$ cat src/rtl/tilemap_pkg.sv
// ----------------------------------------------------------------------------
// tilemap_pkg
//   Shared types for the tile pixel walker.
//   walk_mode_e  : pixel ordering inside a tile (row-major / column-major)
//   walk_state_e : walker control states
// ----------------------------------------------------------------------------
package tilemap_pkg;

    typedef enum logic {
        LINEAR = 1'b0,
        COLMAJ = 1'b1
    } walk_mode_e;

    typedef enum logic {
        ST_IDLE = 1'b0,
        ST_RUN  = 1'b1
    } walk_state_e;

endpackage : tilemap_pkg

$ cat src/rtl/pixel_index.sv
// ----------------------------------------------------------------------------
// pixel_index
//   Combinational mapping of a (row, col) pair inside a tile to a linear pixel
//   index, with optional mirroring on either axis.
//
//   Ports
//     row     in  TILE_H_LOG2   row offset within the tile
//     col     in  TILE_W_LOG2   column offset within the tile
//     flip_x  in  1             mirror the column (c = W-1-col)
//     flip_y  in  1             mirror the row    (r = H-1-row)
//     mode    in  1             0 = LINEAR (r*W+c), 1 = COLMAJ (c*H+r)
//     pix_num out W_LOG2+H_LOG2 resulting pixel index
// ----------------------------------------------------------------------------
module pixel_index
    import tilemap_pkg::*;
#(
    parameter int TILE_W_LOG2 = 3,
    parameter int TILE_H_LOG2 = 3
) (
    input  logic [TILE_H_LOG2-1:0]             row,
    input  logic [TILE_W_LOG2-1:0]             col,
    input  logic                               flip_x,
    input  logic                               flip_y,
    input  logic                               mode,
    output logic [TILE_W_LOG2+TILE_H_LOG2-1:0] pix_num
);

    logic [TILE_H_LOG2-1:0] r;
    logic [TILE_W_LOG2-1:0] c;

    // Tile dimensions are powers of two, so (N-1-x) is simply the bitwise
    // complement of x, and r*W+c / c*H+r are exact bit concatenations that
    // always fit in the full-width result.
    always_comb begin
        r       = flip_y ? ~row : row;
        c       = flip_x ? ~col : col;
        pix_num = {r, c};
        case (walk_mode_e'(mode))
            LINEAR:  pix_num = {r, c};
            COLMAJ:  pix_num = {c, r};
            default: pix_num = {r, c};
        endcase
    end

endmodule : pixel_index

$ cat src/rtl/tile_pixel_walker.sv
// ----------------------------------------------------------------------------
// tile_pixel_walker
//   Accepts a run request (row, start column, length, flips, mode) and emits
//   one pixel index per accepted beat, walking the column by +1 modulo the
//   tile width.  All pixel outputs come straight from flops.
//
//   state   | meaning
//   --------+-----------------------------------------------------------
//   ST_IDLE | waiting for a request; req_ready=1, pix_valid=0
//   ST_RUN  | presenting beats; pix_valid=1, leaves on the pix_last beat
//
//   Ports
//     clk           in   clock, rising edge
//     rst_l         in   asynchronous active-low reset
//     req_valid     in   run request present
//     req_ready     out  request accepted (high only in ST_IDLE)
//     req_row       in   row offset within the tile
//     req_col       in   starting column offset
//     req_len       in   run length in pixels (0 = accept and drop)
//     req_flip_x    in   mirror the column
//     req_flip_y    in   mirror the row
//     req_mode      in   0 = LINEAR, 1 = COLMAJ
//     pix_valid     out  pix_num valid
//     pix_ready     in   consumer accepts the beat
//     pix_num       out  pixel index within the tile
//     pix_last      out  final beat of the run
//     pix_tile_adv  out  column of this beat wrapped from W-1 to 0
// ----------------------------------------------------------------------------
module tile_pixel_walker
    import tilemap_pkg::*;
#(
    parameter int TILE_W_LOG2 = 3,
    parameter int TILE_H_LOG2 = 3,
    parameter int LEN_W       = 6
) (
    input  logic                               clk,
    input  logic                               rst_l,
    input  logic                               req_valid,
    output logic                               req_ready,
    input  logic [TILE_H_LOG2-1:0]             req_row,
    input  logic [TILE_W_LOG2-1:0]             req_col,
    input  logic [LEN_W-1:0]                   req_len,
    input  logic                               req_flip_x,
    input  logic                               req_flip_y,
    input  logic                               req_mode,
    output logic                               pix_valid,
    input  logic                               pix_ready,
    output logic [TILE_W_LOG2+TILE_H_LOG2-1:0] pix_num,
    output logic                               pix_last,
    output logic                               pix_tile_adv
);

    localparam int NUM_W = TILE_W_LOG2 + TILE_H_LOG2;
    localparam logic [LEN_W-1:0]       LEN_ONE = LEN_W'(1);
    localparam logic [TILE_W_LOG2-1:0] COL_ONE = TILE_W_LOG2'(1);

    walk_state_e state_q;
    walk_state_e state_d;

    logic [TILE_H_LOG2-1:0] row_q;
    logic [TILE_W_LOG2-1:0] col_q;
    logic [LEN_W-1:0]       left_q;     // beats still to come after the current one
    logic                   flip_x_q;
    logic                   flip_y_q;
    logic                   mode_q;

    logic [NUM_W-1:0]       num_q;
    logic                   last_q;
    logic                   adv_q;

    logic                   accept;
    logic                   beat;
    logic                   done;

    logic [TILE_W_LOG2-1:0] col_next;
    logic [TILE_H_LOG2-1:0] idx_row;
    logic [TILE_W_LOG2-1:0] idx_col;
    logic                   idx_flip_x;
    logic                   idx_flip_y;
    logic                   idx_mode;
    logic [NUM_W-1:0]       idx_num;

    assign accept   = (state_q == ST_IDLE) && req_valid && (req_len != '0);
    assign beat     = (state_q == ST_RUN) && pix_ready;
    assign done     = beat && last_q;
    assign col_next = col_q + COL_ONE;

    always_ff @(posedge clk or negedge rst_l) begin
        if (!rst_l) begin
            state_q <= ST_IDLE;
        end else begin
            state_q <= state_d;
        end
    end

    always_comb begin
        state_d = state_q;
        case (state_q)
            ST_IDLE: if (accept) state_d = ST_RUN;
            ST_RUN:  if (done)   state_d = ST_IDLE;
            default: state_d = ST_IDLE;
        endcase
    end

    // One mapper serves both cases: in idle it maps the incoming request
    // (first beat), while running it maps the next column of the latched run.
    always_comb begin
        idx_row    = row_q;
        idx_col    = col_next;
        idx_flip_x = flip_x_q;
        idx_flip_y = flip_y_q;
        idx_mode   = mode_q;
        if (state_q == ST_IDLE) begin
            idx_row    = req_row;
            idx_col    = req_col;
            idx_flip_x = req_flip_x;
            idx_flip_y = req_flip_y;
            idx_mode   = req_mode;
        end
    end

    pixel_index #(
        .TILE_W_LOG2 (TILE_W_LOG2),
        .TILE_H_LOG2 (TILE_H_LOG2)
    ) u_pixel_index (
        .row     (idx_row),
        .col     (idx_col),
        .flip_x  (idx_flip_x),
        .flip_y  (idx_flip_y),
        .mode    (idx_mode),
        .pix_num (idx_num)
    );

    always_ff @(posedge clk or negedge rst_l) begin
        if (!rst_l) begin
            row_q    <= '0;
            col_q    <= '0;
            left_q   <= '0;
            flip_x_q <= 1'b0;
            flip_y_q <= 1'b0;
            mode_q   <= 1'b0;
            num_q    <= '0;
            last_q   <= 1'b0;
            adv_q    <= 1'b0;
        end else if (accept) begin
            row_q    <= req_row;
            col_q    <= req_col;
            left_q   <= req_len - LEN_ONE;
            flip_x_q <= req_flip_x;
            flip_y_q <= req_flip_y;
            mode_q   <= req_mode;
            num_q    <= idx_num;
            last_q   <= (req_len == LEN_ONE);
            adv_q    <= 1'b0;
        end else if (beat) begin
            if (last_q) begin
                // Run complete: park the pixel outputs at zero while idle.
                num_q  <= '0;
                last_q <= 1'b0;
                adv_q  <= 1'b0;
            end else begin
                col_q  <= col_next;
                left_q <= left_q - LEN_ONE;
                num_q  <= idx_num;
                last_q <= (left_q == LEN_ONE);
                adv_q  <= (col_next == '0);
            end
        end
    end

    assign req_ready    = (state_q == ST_IDLE);
    assign pix_valid    = (state_q == ST_RUN);
    assign pix_num      = num_q;
    assign pix_last     = last_q;
    assign pix_tile_adv = adv_q;

endmodule : tile_pixel_walker
$ cat config.mk
export PLATFORM = sky130hd
export DESIGN_NAME = tile_pixel_walker
export DESIGN_NICKNAME = d
export VERILOG_FILES = /design/src/rtl/tilemap_pkg.sv /design/src/rtl/pixel_index.sv /design/src/rtl/tile_pixel_walker.sv
export SDC_FILE = /design/constraint.sdc
export NUM_CORES = 1
export LEC_CHECK = 0
export BUFFER_PORTS_ARGS = -buffer_cell sky130_fd_sc_hd__buf_4
export CAP_MARGIN = 25
export CORE_UTILIZATION = 49
export CTS_CLUSTER_DIAMETER = 50
export CTS_CLUSTER_SIZE = 16
export DETAILED_ROUTE_END_ITERATION = 12
export MAX_ROUTING_LAYER = met4
export PLACE_DENSITY_LB_ADDON = 0.1
export SKIP_LAST_GASP = 1
export SYNTH_ARGS = -nofsm -noshare
export SYNTH_HDL_FRONTEND = slang
export SYNTH_SLANG_ARGS = --single-unit
$ cat constraint.sdc
create_clock -name clk -period 1.8 [get_ports clk]
set_clock_uncertainty 0.2 [all_clocks]
set_input_delay 0.36 -clock clk [delete_from_list [all_inputs] [get_ports clk]]
set_output_delay 0.36 -clock clk [all_outputs]
set_load 0.005 [all_outputs]
==> results of run 1 <==
## worst paths after layout
kind,start,slack (ns),cells past startpoint,endpoint
min in group asynchronous,rst_l,0.25,2,mode_q
worst max register to register,pix_valid,0.06,4,row_q[1]
max in group asynchronous,rst_l,0.90,2,pix_valid
worst max-delay path,pix_valid,0.06,4,row_q[1]
worst min register to register,pix_num[0],0.31,1,pix_num[0]
worst min-delay path,req_col[0],0.05,3,col_q[0]
## worst max-delay path: stages (launching register included)
cell and delay (ns):
dfrtp_2 0.47, nor2b_1 0.18, a21boi_4 0.27, buf_4 0.19, mux2_2 0.33
## sequential cells by signal, summed over array words and instances (netlist names)
signal and count:
col_q 3, row_q 3, pix_num 6, pix_tile_adv 1
pix_last 1, pix_valid 1, flip_y_q 1, mode_q 1
left_q 6, flip_x_q 1
## what timing repair did
action | 4_1_cts | 5_1_grt
setup buffers | 0 | 2
endpoints found under the hold margin | 24 | 0
gates resized for setup | 0 | 6
setup endpoints to repair | 0 | 11
hold buffers | 1 | 0
## synthesized netlist by cell type, drive strengths merged (3+ instances only)
cell type  instances  area [um^2]
ha                 6        75.07
a21oi              4        31.28
dfrtp             24        600.6
inv                7        26.28
o22ai              3        18.77
nor3               3        15.01
nor2               8        30.03
buf                4        26.27
nor4               3        40.04
xnor2             11        96.34
o32ai              3        26.28
o21ai              3        15.01
mux2               6        82.58
o2bb2ai            6        52.55
xor2              11        96.34
a221oi             6        52.55
nand2              7        26.28
## metrics by stage
stage	util	setup TNS [ns]	hold WS (ns)	area [um^2]
after global placement	0.6356	0	0.07273	1783
after detailed placement	0.6356	-0.0001819	0.07741	1783
final	0.6740	0	0.05497	1891
after floorplan	-	0	-0.1356	1478
after CTS	0.6579	0	0.05380	1846
after global routing	0.6740	-0.06628	0.05567	1891
## layout make-up
cell class / count / area share
timing repair buffer: 42 / 0.1701
sequential: 24 / 0.3183
clock buffer: 3 / 0.01191
tap: 31 / 0.02052
clock inverter: 1 / 0.01588
inverter: 7 / 0.01390
multi-input combinational: 101 / 0.4494
## metal layers
layer / track usage / vias up / part of all wire
met1: 0.2893 / 544 / 0.46
met5: - / - / 0
met2: 0.3647 / 34 / 0.49
met4: 0.08711 / 0 / 0.019
li1: - / 577 / -
met3: 0.02765 / 6 / 0.035
## cells by family (layout without fill, tap and decap cells)
| group | Yosys count | after routing | share of synthesized area |
|---|---|---|---|
| XOR/XNOR | 22 | 22 | 0.1304 |
| AO/OA/AOI/OAI | 32 | 32 | 0.1787 |
| adder cells (fa/ha/maj) | 6 | 6 | 0.05080 |
| AND/OR/NAND/NOR | 33 | 33 | 0.1287 |
| buffers and inverters | 11 | 53 | 0.03556 |
| flip-flops | 24 | 24 | 0.4064 |
| multiplexers | 8 | 8 | 0.06943 |
## layout by cell type (no fill, tap or decap), types with 2 or more instances in the layout
cell type,count
a211oi_1,2
a21oi_1,3
a221oi_1,2
a221oi_2,4
a22o_1,2
buf_4,40
clkbuf_4,3
dfrtp_1,23
ha_1,6
inv_1,7
mux2_2,2
mux2_4,4
mux2i_1,2
nand2_1,7
nand2b_1,2
nand3_1,2
nor2_1,8
nor2b_1,2
nor3_1,3
o21ai_0,3
o22ai_1,3
o2bb2ai_1,6
o32ai_1,3
or3_1,2
xnor2_1,11
xor2_1,11
## power groups by stage
stage	sequential (uW)	combinational [uW]	clock [uW]
floorplan	994	1020	0
global placement	1030	1450	0
detailed placement	1040	1490	0
CTS	1030	1500	402
global route	1060	1770	424
finish	1030	1600	397
==> flow_summary.ini, run 1 <==
[outcome]
status = complete, but fails checks
violations = DRC

[final_layout]
nets = 204
seqCellArea_um2 = 601.8
fillers = 233
stdcell_count = 209
multi_input_area_um2 = 849.6
drive_gt1_frac = 0.3371
syn_to_final_growth_pct = 27.94
num_antenna_cells = 0

[floorplanning]
start_util = 0.5268
rows = 19
die_h_um = 56.92
dieArea_mm2 = 0.003239
core_mm2 = 0.002805
die_w_um = 56.92
ioPinCount = 29

[cts]
clock_tree.buffer_depth = 2
clkSinkCount = 24
cts_root_buffer = clkbuf_4
htreeDepth = 1
clock_latency_ns = 0.32
cts_buffers = 3
clk_pin_slew_ns = 0.14
cts_tree = done

[pwr]
pwr-share-clk = 0.131
p_sw_frac = 0.3747
p_comb_frac = 0.529
pwr-share-seq = 0.340
leakage_uw = 0.0008425
totalPowerFinal_uw = 3021
p_sw_uw = 1132
p_int_uw = 1889
p_per_area_mw_per_mm2 = 1598
ir_drop_v = 0.0006654

[worst_setup_path]
critPathMaxFanout = 6
cp.required_ns = 1.82
crit_type = register to register
end_kind = register
crit_arrival_ns = 1.76
setup.worst_path.start_class = register

[timing]
max_slew_margin = 0.7899
period_needed_ns = 1.742
drv_slew = 0
maxClockFrequency_mhz = 574.1
min_period_over_period = 0.9677
final.setup.worst_slack_ns = 0.05814
worst_pin_slew_ns = 0.3139
setup_viol = 0
hold_viol = 0
rsz0062_at_grt = true

[synthesis]
avgSynthCellArea_um2 = 10.87
synthFlopType = dfrtp_1
ys_seq_area_frac = 0.4064
ys.warnings.count = 0
syn-num-nets = 161
synthArstFlopShare = 1.000
synth_edf_count = 0
synth_area_mm2 = 0.001478
synth-seq-cells = 24
synthCells = 136
ys_types = 36

[min_path]
hold_class = input pin to register

[place]
dpl.cell_count = 202
port_buffers = 28
place_ws_ns = -0.0001819
hpwlAfterDp_mm = 2.467
gp_congestion = 0.8345

[detailed_routing]
vias_per_cell = 5.555
drt_iter0_drc = 52
vias = 1161
finalWirelength_mm = 3.133
drcViolationCount = 4
detail-route-antenna-nets = 0
drt-pass1-iter-count = 8
post_drt_wl_per_cell_um = 14.99

[flow_run]
cap_violations = 0

[grt]
grt_start_max_net_pins = 25
grt.overflow.total = 0
grt_pass1_wl_mm = 5.402
grt_antenna_before_repair = 0
grt_pass1_vias = 1130
grtUsageTotal = 0.2258
(Power assumes the default switching activity.)
==> run 2: changes to the inputs <==
--- a/config.mk
+++ b/config.mk
@@ -7,7 +7,7 @@
 export LEC_CHECK = 0
 export BUFFER_PORTS_ARGS = -buffer_cell sky130_fd_sc_hd__buf_4
 export CAP_MARGIN = 25
-export CORE_UTILIZATION = 49
+export CORE_UTILIZATION = 50
 export CTS_CLUSTER_DIAMETER = 50
 export CTS_CLUSTER_SIZE = 16
 export DETAILED_ROUTE_END_ITERATION = 12
@@ -16,4 +16,5 @@
 export SKIP_LAST_GASP = 1
 export SYNTH_ARGS = -nofsm -noshare
 export SYNTH_HDL_FRONTEND = slang
+export SYNTH_HIERARCHICAL = 1
 export SYNTH_SLANG_ARGS = --single-unit
==> run 2 against run 1 <==
- the flow finishes with violations (setup timing)
- register-to-register slack worse by 0.18 ns
- flip-flop and latch count unchanged
- final cell count up 21%
- clock power down 25%
- area after synthesis up 8.3%
- sequential share of layout area down 6.5 points
- clock-buffer cell count up 1
- design area up 26%
- critical path type unchanged
- critical endpoint is now pix_num[4]
==> flow_summary.ini, run 2 <==
[min_path]
min_from = req_row[1]
holdPathEnd = row_q[1]
hold_depth = 2
hold_class = input pin to register

[place]
dpl.cell_count = 239
port_buffers = 28
hpwlAfterDp_mm = 2.759
gp_congestion = 0.7883

[pwr]
leakage_uw = 0.001095
p_sw_frac = 0.4041
pwr-share-clk = 0.068
totalPowerFinal_uw = 4395
pwr-share-seq = 0.242
p_int_uw = 2619
p_sw_uw = 1776
p_comb_frac = 0.690
p_per_area_mw_per_mm2 = 1851
ir_drop_v = 0.0008608

[worst_setup_path]
reg2reg_depth = 6
critPathMaxFanout = 3
crit_type = register to register
cp.required_ns = 1.82
rrSetupSlack_ns = -0.13
crit-reg2reg-launch = col_q[1]
crit_arrival_ns = 1.94
setup.worst_path.start_class = register
r2r_end = pix_num[4]
end_kind = register

[synthesis]
ys_top_cells_by_count = dfrtp_1 (24), mux2i_1 (14), mux2_2 (13), nand2_1 (12)
synthCells = 158
ys.warnings.count = 6
synth_most_common_cell = dfrtp_1
syn-num-nets = 183
synthArstFlopShare = 1.000
synth_edf_count = 0
synth_area_mm2 = 0.001600
synthFlopType = dfrtp_1
yosys.area.top_type = dfrtp_1
ys_types = 37
synthTopCellsByArea = dfrtp_1 (38%), mux2_2 (9.1%), mux2i_1 (8.8%)
synth-seq-cells = 24
ys_seq_area_frac = 0.3753
synth_top_area_frac = 0.3753
avgSynthCellArea_um2 = 10.13

[detailed_routing]
drcViolationCount = 0
drt_iter0_drc = 43
post_drt_wl_per_cell_um = 16.58
vias = 1382
vias_per_cell = 5.462
detail-route-antenna-nets = 0
drt-pass1-iter-count = 4
finalWirelength_mm = 4.195

[final_layout]
stdcell_count = 253
syn_to_final_growth_pct = 48.40
mostFrequentLayoutCells = buf_4 (49), dfrtp_1 (23), nand2_1 (12)
finish.utilization = 0.7779
num_antenna_cells = 0
layout_commonest_cell = buf_4
drive_gt1_frac = 0.4737
nets = 235

[floorplanning]
core_mm2 = 0.003053
dieArea_mm2 = 0.003431
start_util = 0.5242
rows = 20
die_w_um = 58.58
die_h_um = 58.58
ioPinCount = 29

[cts]
clock_tree.buffer_depth = 2
cts_tree = done
clk_pin_slew_ns = 0.14
cts_root_buffer = clkbuf_4
clock_latency_ns = 0.32
clkSinkCount = 24
cts_buffers = 3
htreeDepth = 1

[grt]
grt_antenna_before_repair = 0
grt_pass1_vias = 1355
grt_pass1_wl_mm = 6.210
grtUsageTotal = 0.2482
grt.overflow.total = 0
grt_start_max_net_pins = 25

[timing]
setup_viol = 15
min_period_over_period = 1.070
hold_viol = 0
drv_slew = 0
period_needed_ns = 1.926
whs_ns = 0.06890
maxClockFrequency_mhz = 519.3
rsz0062_at_grt = true
worst_pin_slew_ns = 0.4482
final.setup.worst_slack_ns = -0.1258
finalSetupTns_ns = -1.065
max_slew_margin = 0.7001

[flow_run]
cap_violations = 0

[outcome]
violations = setup timing
status = complete, but fails checks
==> run 2: cell types whose count changed in the layout (fill, tap and decap cells not counted), sizes merged, moves of 6 or more <==
cell	delta
a22oi	+6
mux2i	+12
mux2	+7
buf	+15
o21ai	+8
o2bb2ai	-6
xor2	-6
==> run 2: critical path, stage by stage (launching register included) <==
cell and delay (ns):
dfrtp_1 0.43, ha_1 0.32, mux2_4 0.30, xnor2_4 0.19, mux2i_2 0.12, a22oi_1 0.17
o21ai_1 0.09
==> run 2: layout make-up <==
class / instances / area, um^2
clock buffer: 4 / 36.28
tap: 44 / 55.05
sequential: 24 / 601.8
multi-input combinational: 117 / 1104
fill: 208 / 678.2
timing repair buffer: 58 / 538.0
inverter: 6 / 40.04
==> run 2: per-stage QoR <==
stage                     area (um^2)  worst slack [ns]
after floorplan                  1662           -0.3402
after global placement           2043           -0.4694
after detailed placement         2043           -0.5281
after CTS                        2177           -0.1321
after global routing             2375           -0.1999
final                            2375           -0.1258
==> run 2: metal layers <==
layer | up-vias | share of wire | track usage
met3 | 6 | 0.029 | 0.02857
li1 | 665 | - | -
met4 | 0 | 0.011 | 0.08844
met2 | 39 | 0.49 | 0.3957
met1 | 672 | 0.46 | 0.3278
met5 | - | 0 | -
==> run 2: cells by family (layout without fill, tap and decap cells) <==
family,count (synthesis),after routing,share of synthesized area
AOI/OAI and AO/OA,29,29,0.1384
and+or+nand+nor,39,39,0.1212
buffers and inverters,17,68,0.05160
adders and majority gates,6,6,0.04691
DFF,24,24,0.3753
xor gates and xnor gates,16,16,0.08757
muxes,27,27,0.1790
==> run 2: power by group through the flow <==
stage	Combinational, uW	Sequential [uW]	Clock, uW
final	3030	1060	298
after global routing	3240	1090	320
after CTS	2370	1030	296
after detailed placement	2120	1050	0
after global placement	2030	1040	0
after floorplan	1490	992	0
==> run 2: worst max path at each step <==
stage,from,endpoint,slack (ns),depth (start not counted)
after floorplan,req_len[1],flip_x_q,-0.34,6
after global placement,req_len[1],row_q[1],-0.47,7
after detailed placement,req_len[1],row_q[1],-0.53,7
after CTS,col_q[0],pix_num[4],-0.13,6
after global routing,pix_valid,pix_num[5],-0.20,6
final,col_q[1],pix_num[4],-0.13,6
==> run 2: what timing repair did <==
| item | 4_1_cts | 5_1_grt |
|---|---|---|
| endpoints found under the hold margin | 24 | 0 |
| setup buffers | 3 | 5 |
| endpoints found under the setup margin | 25 | 16 |
| gates resized for setup | 13 | 24 |
| cloned | 0 | 1 |
| hold buffers | 1 | 0 |
| pin swaps | 5 | 6 |
